==> src/rtl/rr_arb_mux_pkg.sv <==
// Shared definitions for the round-robin arbitrating mux: arbitration mode
// encodings and the select-index width helper.
package rr_arb_mux_pkg;

  localparam int MODE_RR    = 0;
  localparam int MODE_FIXED = 1;

  function automatic int sel_width(input int n);
    return (n > 2) ? $clog2(n) : 1;
  endfunction

endpackage

==> src/rtl/rr_arb_mux_grant.sv <==
// Combinational arbiter: picks one requester either round-robin from ptr or
// by fixed priority (lowest index wins), returning one-hot grant and index.
module rr_grant #(
  parameter int N_CH = 4,
  parameter int SW   = 2
) (
  input  logic [N_CH-1:0] req,
  input  logic [SW-1:0]   ptr,
  input  logic            mode,
  output logic [N_CH-1:0] grant,
  output logic [SW-1:0]   grant_idx,
  output logic            grant_any
);

  // Scan N_CH candidates in priority order; the first requester found wins.
  always_comb begin
    logic [SW-1:0] cand;
    grant     = '0;
    grant_idx = '0;
    grant_any = 1'b0;
    cand      = '0;
    for (int k = 0; k < N_CH; k++) begin
      cand = mode ? SW'(k) : SW'((int'(ptr) + k) % N_CH);
      if (!grant_any && req[cand]) begin
        grant_any   = 1'b1;
        grant[cand] = 1'b1;
        grant_idx   = cand;
      end
    end
  end

endmodule

==> src/rtl/rr_arb_mux.sv <==
// N-channel valid/ready mux with a single registered output stage; the
// source channel is chosen round-robin or by fixed priority.
module rr_arb_mux
  import rr_arb_mux_pkg::*;
#(
  parameter int  N_CH = 4,
  parameter int  DW   = 8,
  parameter int  MODE = MODE_RR,
  localparam int SW   = sel_width(N_CH)
) (
  input  logic               clk,
  input  logic               rst_n,
  input  logic [N_CH*DW-1:0] in_data,
  input  logic [N_CH-1:0]    in_valid,
  output logic [N_CH-1:0]    in_ready,
  output logic [DW-1:0]      out_data,
  output logic [SW-1:0]      out_sel,
  output logic               out_valid,
  input  logic               out_ready
);

  logic [DW-1:0]   out_data_q, out_data_d;
  logic [SW-1:0]   out_sel_q, out_sel_d;
  logic            out_valid_q, out_valid_d;
  logic [SW-1:0]   ptr_q, ptr_d;

  logic [N_CH-1:0] grant;
  logic [SW-1:0]   grant_idx;
  logic            grant_any;
  logic            load;
  logic            xfer;

  rr_grant #(
    .N_CH (N_CH),
    .SW   (SW)
  ) u_grant (
    .req       (in_valid),
    .ptr       (ptr_q),
    .mode      (MODE == MODE_FIXED),
    .grant     (grant),
    .grant_idx (grant_idx),
    .grant_any (grant_any)
  );

  // The output register can accept a word when empty or being drained.
  assign load     = !out_valid_q || out_ready;
  assign xfer     = load && grant_any;
  assign in_ready = grant & {N_CH{load}};

  always_comb begin
    out_data_d  = out_data_q;
    out_sel_d   = out_sel_q;
    ptr_d       = ptr_q;
    out_valid_d = out_valid_q && !out_ready;
    if (xfer) begin
      out_data_d  = in_data[int'(grant_idx)*DW +: DW];
      out_sel_d   = grant_idx;
      out_valid_d = 1'b1;
      ptr_d       = SW'((int'(grant_idx) + 1) % N_CH);
    end
  end

  always_ff @(posedge clk or negedge rst_n) begin
    if (!rst_n) begin
      out_data_q  <= '0;
      out_sel_q   <= '0;
      out_valid_q <= 1'b0;
      ptr_q       <= '0;
    end else begin
      out_data_q  <= out_data_d;
      out_sel_q   <= out_sel_d;
      out_valid_q <= out_valid_d;
      ptr_q       <= ptr_d;
    end
  end

  assign out_data  = out_data_q;
  assign out_sel   = out_sel_q;
  assign out_valid = out_valid_q;

endmodule

==> config.mk <==
export PLATFORM = sky130hd
export DESIGN_NAME = rr_arb_mux
export DESIGN_NICKNAME = d
export VERILOG_FILES = /design/src/rtl/rr_arb_mux_pkg.sv /design/src/rtl/rr_arb_mux_grant.sv /design/src/rtl/rr_arb_mux.sv
export SDC_FILE = /design/constraint.sdc
export NUM_CORES = 1
export LEC_CHECK = 0
export CAP_MARGIN = 15
export CORE_MARGIN = 4
export CORE_UTILIZATION = 41
export DETAILED_ROUTE_END_ITERATION = 7
export GPL_ROUTABILITY_DRIVEN = 0
export PLACE_DENSITY = 0.8
export SLEW_MARGIN = 15
export SYNTH_ARGS = -nofsm -noshare
export SYNTH_HDL_FRONTEND = slang
export SYNTH_SLANG_ARGS = --single-unit
==> constraint.sdc <==
create_clock -name clk -period 3.9 [get_ports clk]
set_clock_uncertainty 0.15 [all_clocks]
set_input_delay 0.39 -clock clk [delete_from_list [all_inputs] [get_ports clk]]
set_output_delay 0.39 -clock clk [all_outputs]
set_load 0.005 [all_outputs]
=== Yosys cells after proc, flatten, opt, wreduce, memory -nomap -nowiden ===
Cells that the tools add are included.

* Output and inout port bits: 15
* Memories kept: 0
* Flip-flop bits (word level): 13
* Latch bits: 0
* Logic and storage cells: 65
* Bits of input ports: 39
* Bits in read-only memories: 0
* RAM bits: 0

* Multiplexer cells: 29
* Add/sub/neg operators: 4
* Equality and inequality tests: 0
* Reductions and logical operators: 15
* Shift operators: 1
* Multiply operators: 0
* Bitwise operators: 4
* Divide/modulo/power cells: 0
* $lt $le $gt $ge: 8

{| class="wikitable"
|+ Operator list
! operator !! number
|-
| indexed part select 32 x 6 -> 8 bit || 1
|-
| 2-to-1 mux 4 bit || 4
|-
| 2-to-1 mux 1 bit || 13
|-
| less-than comparator 2 x 3 -> 1 bit, second input constant || 4
|-
| OR 4 bit || 3
|-
| logical AND 1 bit || 9
|-
| binary-select mux 1 bit (select 2 bit) || 4
|-
| demux 1 bit (select 2 bit) || 4
|-
| >= comparator 2 x 1 -> 1 bit, second input constant || 4
|-
| 2-to-1 mux 2 bit || 4
|-
| logical NOT 1 bit || 5
|-
| adder 2 x 1 -> 2 bit, second input constant || 2
|-
| adder 2 bit, second input constant || 2
|-
| AND 4 bit || 1
|-
| logical OR 1 bit || 1
|}

=== Depth between registers and ports, before layout ===
Gate-level depths: netlist of the first run.

* Depth in word-level cells: 14
* Depth in mapped cells: 11
* Gate-level depth less buffers: 8

=== By module ===
Synthesis of the first run repeated with hierarchy kept, for this count alone.

* Cells, all modules: 113
* Area, all modules: 1204.9 um^2

{| class="wikitable"
|+ Modules (own cells, without submodules)
! module !! area each (um^2) !! cells an instance !! seq. area each (um^2) !! times used
|-
| rr_arb_mux || 721.9 || 46 || 325.3 || 1
|-
| rr_grant || 483.0 || 67 || 0.0 || 1
|}

=== Worst setup path before layout of the first run ===
No wires, ideal clock.

* Path kind: register -> register
* From: reg ptr_q[0]
* To: reg out_data_q[6], in the netlist out_data[6]
* Library setup time: 131 ps
* Setup slack: 847 ps
* Required time: 3619 ps
* Arrival: 2772 ps
* Cell stages (with the launch flop): 12
* Period minus slack after synthesis: 3053 ps
* Buffers on the path: 3
* Cell sequence: dfrtp_1 > buf_2 > clkinv_1 > ha_1 > mux4_2 > and2b_1 > nor2_1 > o22a_1 > buf_4 > buf_6 > mux2i_1 > o221ai_2

* Longest elaborated chain between the ends: 13
* Elaborated cells on any way between the ends: 27
* Classes of those cells: add/sub (3); shift (1); mux (16); reduce/logical (7)

{| class="wikitable"
|+ Ends and longest elaborated chain
! item !! line !! RTL
|-
| start: declaration || rr_arb_mux.sv:25 || <nowiki>logic [SW-1:0] ptr_q, ptr_d;</nowiki>
|-
| start signal: assignment || rr_arb_mux.sv:73 || <nowiki>ptr_q <= ptr_d;</nowiki>
|-
| parallel branches: the longest is 13 deep, another holds adder 2 x 1 -> 2 bit || - ||
|-
| end signal: assignment || rr_arb_mux.sv:70 || <nowiki>out_data_q <= out_data_d;</nowiki>
|-
| end: declaration || rr_arb_mux.sv:22 || <nowiki>logic [DW-1:0] out_data_q, out_data_d;</nowiki>
|}

Parallel ways; which one is timed is not known. The select of a mux whose other input is x is not followed.
A chain may end at the register's enable or synchronous reset.

=== Worst setup path after layout of the first run ===
* From: reg ptr_q[1]
* To: out in_ready[1]

* Longest elaborated chain between the ends: 13
* Elaborated cells on any way between the ends: 48
* Classes of those cells: add/sub (3); order compare (8); mux (23); bitwise (4); reduce/logical (10)

{| class="wikitable"
|+ Ends and longest elaborated chain
! item !! line !! RTL
|-
| parallel branches: the longest is 11 deep, another holds less-than comparator 2 x 3 -> 1 bit || - ||
|-
| 2-to-1 mux 4 bit * || rr_arb_mux_grant.sv:24 || <nowiki>if (!grant_any && req[cand]) begin</nowiki>
|-
| AND 4 bit * || rr_arb_mux.sv:48 || <nowiki>assign in_ready = grant & {N_CH{load}};</nowiki>
|-
| end: declaration || rr_arb_mux.sv:15 || <nowiki>output logic [N_CH-1:0] in_ready,</nowiki>
|}

Mark *: on every way between the ends. The select of a mux whose other input is x is not followed.

==> results by group, run 1 <==
Floorplanning
  • I/O pins: 54
  • Full die area: 3765 um2
  • Die outline width: 61.36 um
  • Std-Cell Rows: 19
  • Core Footprint: 2734 um2
  • Initial standard-cell utilization of the core: 42.70%
  • Chip Height: 61.36 um

Synth
  • Top-count cell post-synth: mux2i_1
  • Number of distinct library cells after synthesis: 34
  • Share of the synthesized area in compound gates (AO/OA/AOI/OAI): 18.44%
  • Register area share after synthesis: 27.87%
  • Ys async rst share: 100.0%
  • Gate count of the mapped netlist: 116
  • Number of enable-type register cells in the synthesized netlist: 0
  • Share of the synthesized area in the top cell type: 27.87%
  • Synthesis warning total: 0
  • Dominant combinational cell family by area after synthesis: multiplexers
  • Xor/xnor cell area share of the yosys netlist: 1.501%
  • Cell type with the largest total area after synthesis: dfrtp_1
  • Flip-flop and latch count after synthesis: 13
  • Multiplexer share of the synthesized area: 24.33%
  • Ranking of synthesized cells by instance count: 16 x mux2i_1, 14 x nand2_1, 13 x dfrtp_1, 10 x nor2_1
  • Leading register cell type out of synthesis: dfrtp_1
  • Fraction of the mapped netlist area in simple logic gates: 13.08%
  • Per-instance average area after synthesis: 10.06 um2
  • Net count of the mapped netlist: 162
  • Mapped Area: 1167 um2
  • Share of synthesized cell area in full adder, half adder and majority cells: 7.503%
  • Area contributors post-synth: dfrtp_1 28%, mux2i_1 14%, mux4_2 7.7%, ha_1 7.5%, o221ai_1 5.3%

Setup path
  • Critical path capture point type: primary output
  • Top Family by Delay on Critical Path: simple AND/OR/NAND/NOR gates
  • Worst endpoint data arrival time: 3.14 ns
  • Top fanout value on the critical path: 11
  • R2R Path End: out_data[4]
  • Worst Setup EP: in_ready[1]
  • Critical path start-end classification: reg -> out
  • Setup slack of the worst register-to-register path: 0.72 ns
  • Reg2reg path depth: 8
  • Worst path cell trace: inv_1 -> ha_1 -> mux4_2 -> or3_4 -> nor2b_4 -> a221oi_1 -> nor2_1 -> clkdlybuf4s50_1
  • CP Launch Point: ptr_q[1]
  • Startpoint of the lowest-slack register-to-register path: ptr_q[1]
  • Count of buffer and inverter cells on the critical path: 2
  • Depth of the critical timing path with buffers and inverters included: 8
  • Category of the worst setup path launch point: flop
  • Slowest cell delay on critical path: 0.57 ns
  • Slowest cell on the critical path: dfrtp_1
  • Worst path required time: 3.36 ns

STA
  • Endpoints failing setup: 0
  • Share of the cycle needed by the critical path after routing: 94.26%
  • Fmax achieved: 272.0 MHz
  • Worst slew slack as a fraction of its limit: 57.98%
  • Max Slew Vio Count: 0
  • Final Hold Fails: 0
  • Worst-margin pin slew: 0.6283 ns
  • Period minus WS final: 3.676 ns
  • Total negative slack: 0 ns
  • RSZ-0062 raised after global routing: false

Power
  • Power per cell area: 783.1 nW/um2
  • Sum of internal, switching and leakage power: 1.353 mW
  • P_leak: 0.7361 nW
  • Peak ir drop on the vdd network: 0.5008 mV

Final layout
  • Number of antenna cells inserted: 0
  • Fill cell count: 236
  • Storage cell area: 326.6 um2
  • Multi-input combinational cell area: 757.0 um2
  • Layout cell share with drive strength beyond 1: 11.24%
  • Synth-to-layout area growth: 48.02%
  • Nets: 216

Place
  • Buffers added on ports: 53
  • HPWL after detailed placement: 2.379 mm

Drt
  • Routed wire length: 2.972 mm
  • Count of routing violations after the opening detailed-route iteration: 59
  • Average vias per placed instance: 5.605
  • Final antenna-violating net count: 0
  • Average detailed-routed wire length per instance: 14.86 um
  • Overall via count from detail_route: 1121
  • # DRC: 0
  • Detailed Routing Iterations Pass 1: 4

CTS
  • Number of sinks handled by clock tree synthesis: 13
  • Number of setup buffers added after CTS: 0
  • Total number of H-tree levels: 1
  • Cts bufs inserted: 3
  • Clk root buf: clkbuf_4
  • TritonCTS clock tree: built
  • Max Root-Sink Buffers: 2
  • Clock slew at the register clock pins of the worst setup and hold paths: 0.09 ns
  • Skew-Pair Late Insertion Delay: 0.27 ns

GRT
  • Global-route wire length before repair: 4.954 mm
  • Total global routing track utilization: 17.28%
  • Met1 usage: 22.60%
  • Number of global-route vias before repair: 1148
  • Met2 demand-to-capacity share in global routing: 27.49%
  • Number of antenna violations at the first check in global routing: 0
  • Largest net degree at the start of global routing: 16
  • Most Crowded Layer GR: met2
  • Overall overflow remaining after global route: 0
  • Met3 global-route usage: 4.612%

Outcome
  • Run status: finished clean

Job
  • Max-Cap Viols: 0

Worst hold path
  • Worst hold start: out_sel[1]
  • Worst Hold Class: reg -> reg
==> state kept, by name (all words and copies together), names as in the netlist <==
| register | count |
|---|---|
| out_data | 8 |
| out_sel | 2 |
| out_valid | 1 |
| ptr_q | 2 |
==> worst reg2reg max path, cell delays in order (launching register included) <==
cell      delay [ns]
dfrtp_1         0.57
inv_1           0.14
ha_1            0.43
mux4_2          0.42
or3_4           0.40
o21bai_2        0.12
buf_4           0.21
nand2b_1        0.39
o221ai_1        0.21
==> routing by layer <==
layer | routed length [um] | part of all wire [%]
met1 | 1296 | 44
met2 | 1398 | 47
met3 | 277 | 9.3
met4 | 0 | 0
met5 | 0 | 0
==> report_power, final <==
group	leakage, nW	internal, mW	switching, mW
logic	0.567	0.537	0.458
registers	0.154	0.204	0.0709
clock network	0.0150	0.0396	0.0446
total	0.736	0.780	0.573
==> layout by cell type, fill, tap and decap left out, types with 2 or more instances in the layout <==
| cell | Yosys | routed |
|---|---|---|
| clkdlybuf4s50_1 | 0 | 53 |
| mux2i_1 | 16 | 16 |
| nand2_1 | 14 | 14 |
| dfrtp_1 | 13 | 12 |
| nor2_1 | 10 | 10 |
| o221ai_1 | 7 | 7 |
| ha_1 | 7 | 7 |
| a221oi_1 | 5 | 5 |
| inv_1 | 4 | 4 |
| mux4_2 | 4 | 4 |
| a22oi_1 | 4 | 4 |
| buf_4 | 1 | 4 |
| mux2_2 | 3 | 3 |
| clkbuf_4 | 0 | 3 |
| xnor2_1 | 2 | 2 |
| o22a_1 | 2 | 2 |
==> how the worst min path moves through the flow <==
stage / end / cells after the start
floorplan: out_data[0] / 0
global placement: out_sel[1] / 2
detailed placement: out_sel[1] / 2
CTS: out_sel[1] / 2
global route: out_sel[1] / 2
finish: out_sel[1] / 2
==> cells by family after synthesis <==
kind of cell,Yosys count
simple gates,32
compound gates,26
mux,23
buf+inv,13
flops,13
fa+ha+maj,7
xor+xnor,2
==> final cells by class <==
| class | instances | share of cell area [%] |
|---|---|---|
| multi-input cells | 90 | 43.81 |
| repair buffers | 57 | 32.44 |
| flip-flops and latches | 13 | 18.90 |
| well taps | 31 | 2.245 |
| clock buffers | 4 | 1.521 |
| inverters | 5 | 1.086 |
==> per-stage QoR <==
stage	setup slack, ns	hold slack, ns	instance area (um2)	cells	utilization, %
global placement	0.5929	0.3155	1700	196	62.20
detailed placement	0.4351	0.3126	1700	196	62.20
CTS	0.1135	0.3315	1727	200	63.16
finish	0.2239	0.3288	1728	200	63.20
global route	0.02881	0.3452	1728	200	63.20
floorplan	0.8474	-0.05559	1167	116	-
==> what timing repair did <==
| action | in CTS | in global routing |
|---|---|---|
| hold buffers | 0 | 0 |
| setup endpoints to repair | 0 | 4 |
| gates resized for setup | 0 | 1 |
Note: power is estimated with default switching activity, not from simulation.
==> run 2, diff against run 1 <==
--- a/config.mk
+++ b/config.mk
@@ -8,6 +8,7 @@
 export CAP_MARGIN = 15
 export CORE_MARGIN = 4
 export CORE_UTILIZATION = 41
+export CTS_CLUSTER_SIZE = 40
 export DETAILED_ROUTE_END_ITERATION = 7
 export GPL_ROUTABILITY_DRIVEN = 0
 export PLACE_DENSITY = 0.8
@@ -15,3 +16,4 @@
 export SYNTH_ARGS = -nofsm -noshare
 export SYNTH_HDL_FRONTEND = slang
 export SYNTH_SLANG_ARGS = --single-unit
+export TNS_END_PERCENT = 100
==> results of run 2 <==
Final layout, timing and power as in run 1 (identical DEF).
